## src/rtl/ram8_access_ctrl.sv

```systemverilog
// ram8_access_ctrl: valid/ready request sequencer in front of an 8x4 RAM, with post-reset init sweep.
//   i_clk, i_rst_n          : clock, asynchronous active-low reset
//   i_req_* / o_req_ready   : write/read request handshake (addr/data sampled at the accepting edge)
//   o_rsp_* / i_rsp_ready   : read response handshake
//   o_init_done             : high once every location has been written with INIT_VAL
//   o_ram_in/add/load       : RAM data, address and write-enable pins
//   i_ram_out               : RAM read data
module ram8_access_ctrl #(
    parameter int            DW        = 4,
    parameter int            AW        = 3,
    parameter logic [DW-1:0] INIT_VAL  = '0,
    parameter int            READ_WAIT = 1
) (
    input  logic          i_clk,
    input  logic          i_rst_n,
    input  logic          i_req_valid,
    output logic          o_req_ready,
    input  logic          i_req_we,
    input  logic [AW-1:0] i_req_addr,
    input  logic [DW-1:0] i_req_data,
    output logic          o_rsp_valid,
    input  logic          i_rsp_ready,
    output logic [DW-1:0] o_rsp_data,
    output logic          o_init_done,
    output logic [DW-1:0] o_ram_in,
    output logic [AW-1:0] o_ram_add,
    output logic          o_ram_load,
    input  logic [DW-1:0] i_ram_out
);
    localparam logic [AW:0] CNT_END = (AW+1)'(1 << AW);
    typedef enum logic [2:0] {S_INIT, S_IDLE, S_WRITE, S_RWAIT, S_RESP} state_t;
    state_t        r_state;
    logic [AW:0]   r_cnt;
    logic [1:0]    r_wait;
    logic          r_req_ready;
    logic          r_rsp_valid;
    logic [DW-1:0] r_rsp_data;
    logic          r_init_done;
    logic [DW-1:0] r_ram_in;
    logic [AW-1:0] r_ram_add;
    logic          r_ram_load;
    assign o_req_ready = r_req_ready;
    assign o_rsp_valid = r_rsp_valid;
    assign o_rsp_data  = r_rsp_data;
    assign o_init_done = r_init_done;
    assign o_ram_in    = r_ram_in;
    assign o_ram_add   = r_ram_add;
    assign o_ram_load  = r_ram_load;
    always_ff @(posedge i_clk or negedge i_rst_n) begin
        if (!i_rst_n) begin
            r_state     <= S_INIT;
            r_cnt       <= '0;
            r_wait      <= '0;
            r_req_ready <= 1'b0;
            r_rsp_valid <= 1'b0;
            r_rsp_data  <= '0;
            r_init_done <= 1'b0;
            r_ram_in    <= '0;
            r_ram_add   <= '0;
            r_ram_load  <= 1'b0;
        end else begin
            case (r_state)
                S_INIT: begin
                    // counter runs one past the last address so the final load cycle is visible before exit
                    if (r_cnt == CNT_END) begin
                        r_ram_load  <= 1'b0;
                        r_ram_in    <= '0;
                        r_init_done <= 1'b1;
                        r_req_ready <= 1'b1;
                        r_state     <= S_IDLE;
                    end else begin
                        r_ram_load <= 1'b1;
                        r_ram_add  <= r_cnt[AW-1:0];
                        r_ram_in   <= INIT_VAL;
                        r_cnt      <= r_cnt + 1'b1;
                    end
                end
                S_IDLE: begin
                    if (i_req_valid && r_req_ready) begin
                        r_req_ready <= 1'b0;
                        r_ram_add   <= i_req_addr;
                        if (i_req_we) begin
                            r_ram_load <= 1'b1;
                            r_ram_in   <= i_req_data;
                            r_state    <= S_WRITE;
                        end else begin
                            r_ram_in <= '0;
                            r_wait   <= 2'(READ_WAIT);
                            r_state  <= S_RWAIT;
                        end
                    end
                end
                S_WRITE: begin
                    r_ram_load  <= 1'b0;
                    r_ram_in    <= '0;
                    r_req_ready <= 1'b1;
                    r_state     <= S_IDLE;
                end
                S_RWAIT: begin
                    // address has been stable since the accept edge; sample once the wait count expires
                    if (r_wait == 2'd0) begin
                        r_rsp_data  <= i_ram_out;
                        r_rsp_valid <= 1'b1;
                        r_state     <= S_RESP;
                    end else begin
                        r_wait <= r_wait - 2'd1;
                    end
                end
                S_RESP: begin
                    if (i_rsp_ready) begin
                        r_rsp_valid <= 1'b0;
                        r_req_ready <= 1'b1;
                        r_state     <= S_IDLE;
                    end
                end
                default: r_state <= S_INIT;
            endcase
        end
    end
endmodule
```

## config.mk

```make
export PLATFORM = sky130hd
export DESIGN_NAME = ram8_access_ctrl
export DESIGN_NICKNAME = d
export VERILOG_FILES = /design/src/rtl/ram8_access_ctrl.sv
export SDC_FILE = /design/constraint.sdc
export NUM_CORES = 1
export LEC_CHECK = 0
export CAP_MARGIN = 20
export CORE_UTILIZATION = 50
export CTS_BUF_LIST = sky130_fd_sc_hd__clkbuf_8
export DETAILED_ROUTE_END_ITERATION = 6
export PLACE_DENSITY = 0.91
export REMOVE_ABC_BUFFERS = 1
export SLEW_MARGIN = 10
export SYNTH_ARGS = -nofsm -noshare
export SYNTH_HDL_FRONTEND = slang
export SYNTH_SLANG_ARGS = --single-unit
```

## constraint.sdc

```tcl
create_clock -name i_clk -period 1.8 [get_ports i_clk]
set_input_delay 0.27 -clock i_clk [delete_from_list [all_inputs] [get_ports i_clk]]
set_output_delay 0.27 -clock i_clk [all_outputs]
set_load 0.01 [all_outputs]
```

=== Word-level counts from Yosys, hierarchy flattened ===
Index checks and enable logic that the tools add are counted.

* Output and inout port bits: 15
* Input port bits: 16
* Flip-flop bits (word level): 24

* Bitwise gates (word level): 1
* Add/subtract/negate cells: 2
* Eq/ne operators: 13
* Muxes and demuxes: 27
* Reduce and logical (&&, ||, !) cells: 20

{| class="wikitable"
|+ Operator list
! cell !! count
|-
| two-way mux 3 bit || 6
|-
| inequality test 2 bit, second input constant || 8
|-
| case mux 3 bit (5 select lines) || 1
|-
| AND reduction 4 bit || 3
|-
| two-way mux 1 bit || 9
|-
| AND reduction 3 bit || 3
|-
| two-way mux 4 bit || 2
|-
| case mux 4 bit (2 select lines) || 1
|-
| AND reduction 2 bit || 4
|-
| nonzero test 2 bit || 4
|-
| equality test 3 x 2 -> 1 bit, second input constant || 2
|-
| two-way mux 2 bit || 3
|-
| case mux 3 bit (2 select lines) || 1
|-
| adder 4 x 1 -> 4 bit, second input constant || 1
|-
| equality test 4 bit, second input constant || 1
|-
| case mux 1 bit (4 select lines) || 1
|-
| case mux 2 bit (2 select lines) || 1
|-
| nonzero test 4 bit || 1
|-
| equality test 3 x 1 -> 1 bit, second input constant || 1
|-
| equality test 3 bit, second input constant || 1
|-
| logical NOT 3 bit || 1
|-
| case mux 1 bit (3 select lines) || 1
|-
| nonzero test 3 bit || 1
|-
| logical NOT 2 bit || 1
|-
| 5 further kinds || 5
|}

=== Longest topological paths before layout ===
* Word-level depth: 4
* Depth in mapped cells: 5
* Gate-level depth less buffers: 5

=== Worst setup path after synthesis ===
OpenSTA, ideal clock, no wires.

* Kind: register to register
* Start: register r_cnt[0]
* End: register r_ram_add[0], in the netlist o_ram_add[0]
* Stages on the path, launching flop included: 6
* Data arrival time: 1.490 ns
* Path buffers: 0
* Setup time: 0.128 ns
* Slack: 0.183 ns
* Cells stage by stage: dfrtp_1 inv_1 ha_1 and3b_4 a221oi_4 mux2_1

* Longest elaborated chain between the ends: 3
* Elaborated cells between the ends (all ways): 5

{| class="wikitable"
|+ Ends and longest elaborated chain
! item !! line !! RTL
|-
| start, declared || 33 || <nowiki>logic [AW:0] r_cnt;</nowiki>
|-
| start signal, assigned || 75 || <nowiki>r_cnt <= r_cnt + 1'b1;</nowiki>
|-
| equality test 4 bit || 65 || <nowiki>if (r_cnt == CNT_END) begin</nowiki>
|-
| inequality test 2 bit (no source line) || n/a ||
|-
| AND reduction 3 bit (no source line) || n/a ||
|-
| end signal, assigned || 73 || <nowiki>r_ram_add <= r_cnt[AW-1:0];</nowiki>
|-
| end signal, assigned || 81 || <nowiki>r_ram_add <= i_req_addr;</nowiki>
|-
| end, declared || 40 || <nowiki>logic [AW-1:0] r_ram_add;</nowiki>
|}

Parallel ways exist; a longest one is shown, timed or not. The select of a mux whose other input is x is not followed.
A chain may end at the register's enable or synchronous reset.

=== Final worst setup path ===
Same ends and word-level chain as after synthesis.

==> metrics.md <==
| Metric | Value |
|---|---|
| PD cells | `1550 nW/um2` |
| Top FF cell, synth | `dfrtp_1` |
| Leak pwr | `0.736 nW` |
| CTS tree | `yes` |
| # diodes | `0` |
| TritonRoute pass-1 iters | `4` |
| Post-CTS sizing | `0` |
| Post-Place Cells | `169` |
| Row cnt | `17` |
| Total gr overflow | `0` |
| Vias per cell | `roughly 5.4` |
| Residual DRC | `0` |
| Dpl ws | `about 0.075 ns` |
| Die area | `2650 um2` |
| Distinct cells, synth | `37` |
| Flop2flop setup slack | `0.06 ns` |
| Status | `finished clean` |
| Initial Util | `0.544` |
| Reg-to-Reg Start | `r_cnt[0]$_DFFE_PN0P_` |
| Cell internal pwr | `1.67 mW` |
| CTS Hold Bufs | `0` |
| Vias in the first global route | `942` |
| HPWL Detailed | `1.93 mm` |
| Number of synthesized flops with an enable pin | `0` |
| Setup TNS | `0 ns` |
| Fin crit share | `0.965` |
| Core box area | `2250 um2` |
| Crit path largest cell delay | `0.43 ns` |
| Fin. max-slew vios | `0` |
| Die Wd | `51.5 um` |
| Fmax | `0.576 GHz` |
| Required @ worst endpoint | `between 1.5 and 2 ns` |
| CP max-delay cell | `dfrtp_1` |
| Clock Path Buffers | `2` |
| CP Class | `reg2reg` |
| Max-cap violations | `0` |
| Sw power | `slightly above 0.9 mW` |
| RD Place Congestion | `0.834` |
| Mapped Avg Cell Area | `11.6 um2` |
| CTS root buffer | `clkbuf_8` |
| Largest net degree at the start of global routing | `25` |
| Family with the most delay on the worst path | `flip-flops` |
| Die Span Y | `51.5 um` |
| Critical path buffers and inverters | `1` |
| Syn Std Cell Area | `1230 um2` |
| Layout Utilization | `0.736` |
| Sequential share of power | `0.347` |
| Sink Count | `24` |
| Via count | `934` |
| Yosys warns | `0` |
| Crit-path cells | `inv_1, ha_1, and3b_4, a221oi_4, mux2_1` |
| Worst-Margin Slew | `0.365 ns` |
| DR WL/cell | `14.5 um` |
| Syn-to-layout area delta | `35.3%` |
| Net count, final | `~170` |
| Synth Register Bits | `24` |
| I/O Buffers | `30` |
| Final min period | `1.74 ns` |
| Final setup vio count | `0` |
| Seq/Total Area, Yosys | `0.490` |
| Total CTS buffers | `3` |
| Final ANT Viol Nets | `0` |
| Final setup margin | `about 0.063 ns` |
| RSZ-0062 raised after global routing | `no` |
| CP Capture Type | `register` |
| DRT iter0 DRCs | `11` |
| Routed WL | `2.51 mm` |
| CP max FO | `5` |
| Max-slew headroom | `0.754` |
| Async SR Flop Fraction | `1.00` |
| Ratio of cells with drive above 1 in the final layout | `0.166` |
| Critical Path AT | `1.89 ns` |
| Skew-Pair Late Insertion Delay | `about 0.26 ns` |
| Post-Synthesis Cells | `106` |
| Max Clock Skew | `0.00436 ns` |
| Worst hold path type | `in2async` |
| H-Tree Depth | `1` |
| Switching Fraction | `0.352` |
| Post-CTS setup buffers | `0` |
| Clock group share of total power | `0.137` |
| Non-Filler Instances | `173` |
| Hold Violations, Final | `0` |
| FF-to-FF path depth | `5` |
| Max VDD drop | `1.13 mV` |
| Crit start category | `register` |
| Worst R2R End | `o_ram_add[0]$_DFFE_PN0P_` |
| Comb pwr share | `0.516` |
| Antenna violations before repair | `0` |
| GRT Total Usage | `0.224` |
| First-pass GRT wire length | `4.32 mm` |
| Num ports | `31` |
| Clock slew at reported path FFs | `around 0.080 ns` |
logic make-up after synthesis:
family | after synthesis | share of synthesized area
XOR/XNOR | 2 | 0.0143
multiplexers | 16 | 0.143
buffers and inverters | 13 | 0.0449
AND/OR/NAND/NOR | 28 | 0.152
flip-flops | 24 | 0.490
AO/OA/AOI/OAI | 20 | 0.126
adder cells (fa/ha/maj) | 3 | 0.0306
power by group through the flow:
| stage | clock, mW | sequential (mW) | combinational [mW] |
|---|---|---|---|
| after floorplan | 0 | 0.986 | 0.646 |
| after global placement | 0 | 0.880 | 1.29 |
| after detailed placement | 0 | 0.898 | 1.33 |
| after CTS | 0.360 | 0.893 | 1.34 |
| after global routing | 0.388 | 0.920 | 1.45 |
| final | 0.353 | 0.894 | 1.33 |
worst register-to-register path: cells and delay by family, from the launching register on:
| family | cells | cell delay [ns] |
|---|---|---|
| simple gates | 1 | 0.22 |
| flops | 1 | 0.43 |
| mux | 1 | 0.36 |
| buf+inv | 1 | 0.06 |
| fa+ha+maj | 1 | 0.21 |
| compound gates | 1 | 0.35 |
cell usage in the layout (no fill, tap or decap), types with 2 or more instances in the layout:
cell | netlist | final
inv_1 | 9 | 9
nand2b_1 | 3 | 3
xnor2_1 | 2 | 2
mux2_1 | 7 | 7
a21oi_1 | 6 | 6
dfrtp_1 | 24 | 24
mux2i_1 | 4 | 4
buf_4 | 1 | 8
nor2_1 | 3 | 3
nand3b_1 | 2 | 2
clkdlybuf4s50_1 | 0 | 30
mux2_2 | 5 | 5
ha_1 | 3 | 3
o21ai_0 | 3 | 3
a22o_1 | 2 | 2
clkbuf_8 | 0 | 4
nand2_1 | 9 | 9
worst max-delay path by stage:
stage                                       from                       end  slack [ns]  cells after the start
final                       r_cnt[0]$_DFFE_PN0P_  o_ram_add[0]$_DFFE_PN0P_        0.06                      5
after global routing        r_cnt[0]$_DFFE_PN0P_  o_ram_add[1]$_DFFE_PN0P_        0.02                      5
after CTS                   r_cnt[0]$_DFFE_PN0P_  o_ram_add[0]$_DFFE_PN0P_        0.06                      5
after detailed placement    r_cnt[0]$_DFFE_PN0P_  o_ram_add[0]$_DFFE_PN0P_        0.07                      5
after global placement               i_req_valid  o_ram_add[0]$_DFFE_PN0P_        0.11                      4
after floorplan           r_state[2]$_DFFE_PN0P_  o_ram_add[0]$_DFFE_PN0P_        0.16                      3
cells in the mapped netlist (2+ instances only):
cell / number / share of area
a22o_1: 2 / 0.014
mux2_2: 5 / 0.046
o21ai_0: 3 / 0.012
buf_2: 2 / 0.0082
mux2i_1: 4 / 0.033
dfrtp_1: 24 / 0.49
xnor2_1: 2 / 0.014
ha_1: 3 / 0.031
nand2b_1: 3 / 0.015
nand3b_1: 2 / 0.012
a21oi_1: 6 / 0.024
nand2_1: 9 / 0.028
mux2_1: 7 / 0.064
nor2_1: 3 / 0.0092
inv_1: 9 / 0.028
flip-flops by register name, indices dropped and copies added (netlist names):
name,cells
o_ram_in,4
o_rsp_data,4
r_cnt,4
o_ram_add,3
r_state,3
r_wait,2
o_init_done,1
o_ram_load,1
o_req_ready,1
o_rsp_valid,1
metrics by stage:
stage | area [um2] | total power, mW | hold slack (ns)
finish | 1660 | 2.58 | 0.377
floorplan | 1210 | 1.63 | -0.0256
global route | 1660 | 2.76 | 0.411
global placement | 1600 | 2.17 | 0.463
CTS | 1660 | 2.59 | 0.384
detailed placement | 1600 | 2.23 | 0.461
per-layer routing:
metal	track usage	up-vias	wire, um
met2	0.338	38	1230
met3	0.0497	4	141
met5	0	-	0
li1	-	446	-
met4	0.0901	0	42
met1	0.312	446	1100
layout make-up:
| type | count | area, um2 |
|---|---|---|
| sequential | 24 | 601 |
| tap | 28 | 35.0 |
| clock buffer | 4 | 55.1 |
| timing repair buffer | 38 | 360 |
| multi-input combinational | 69 | 571 |
| inverter | 10 | 37.5 |
| fill | 169 | 596 |
(Power assumes the default switching activity.)
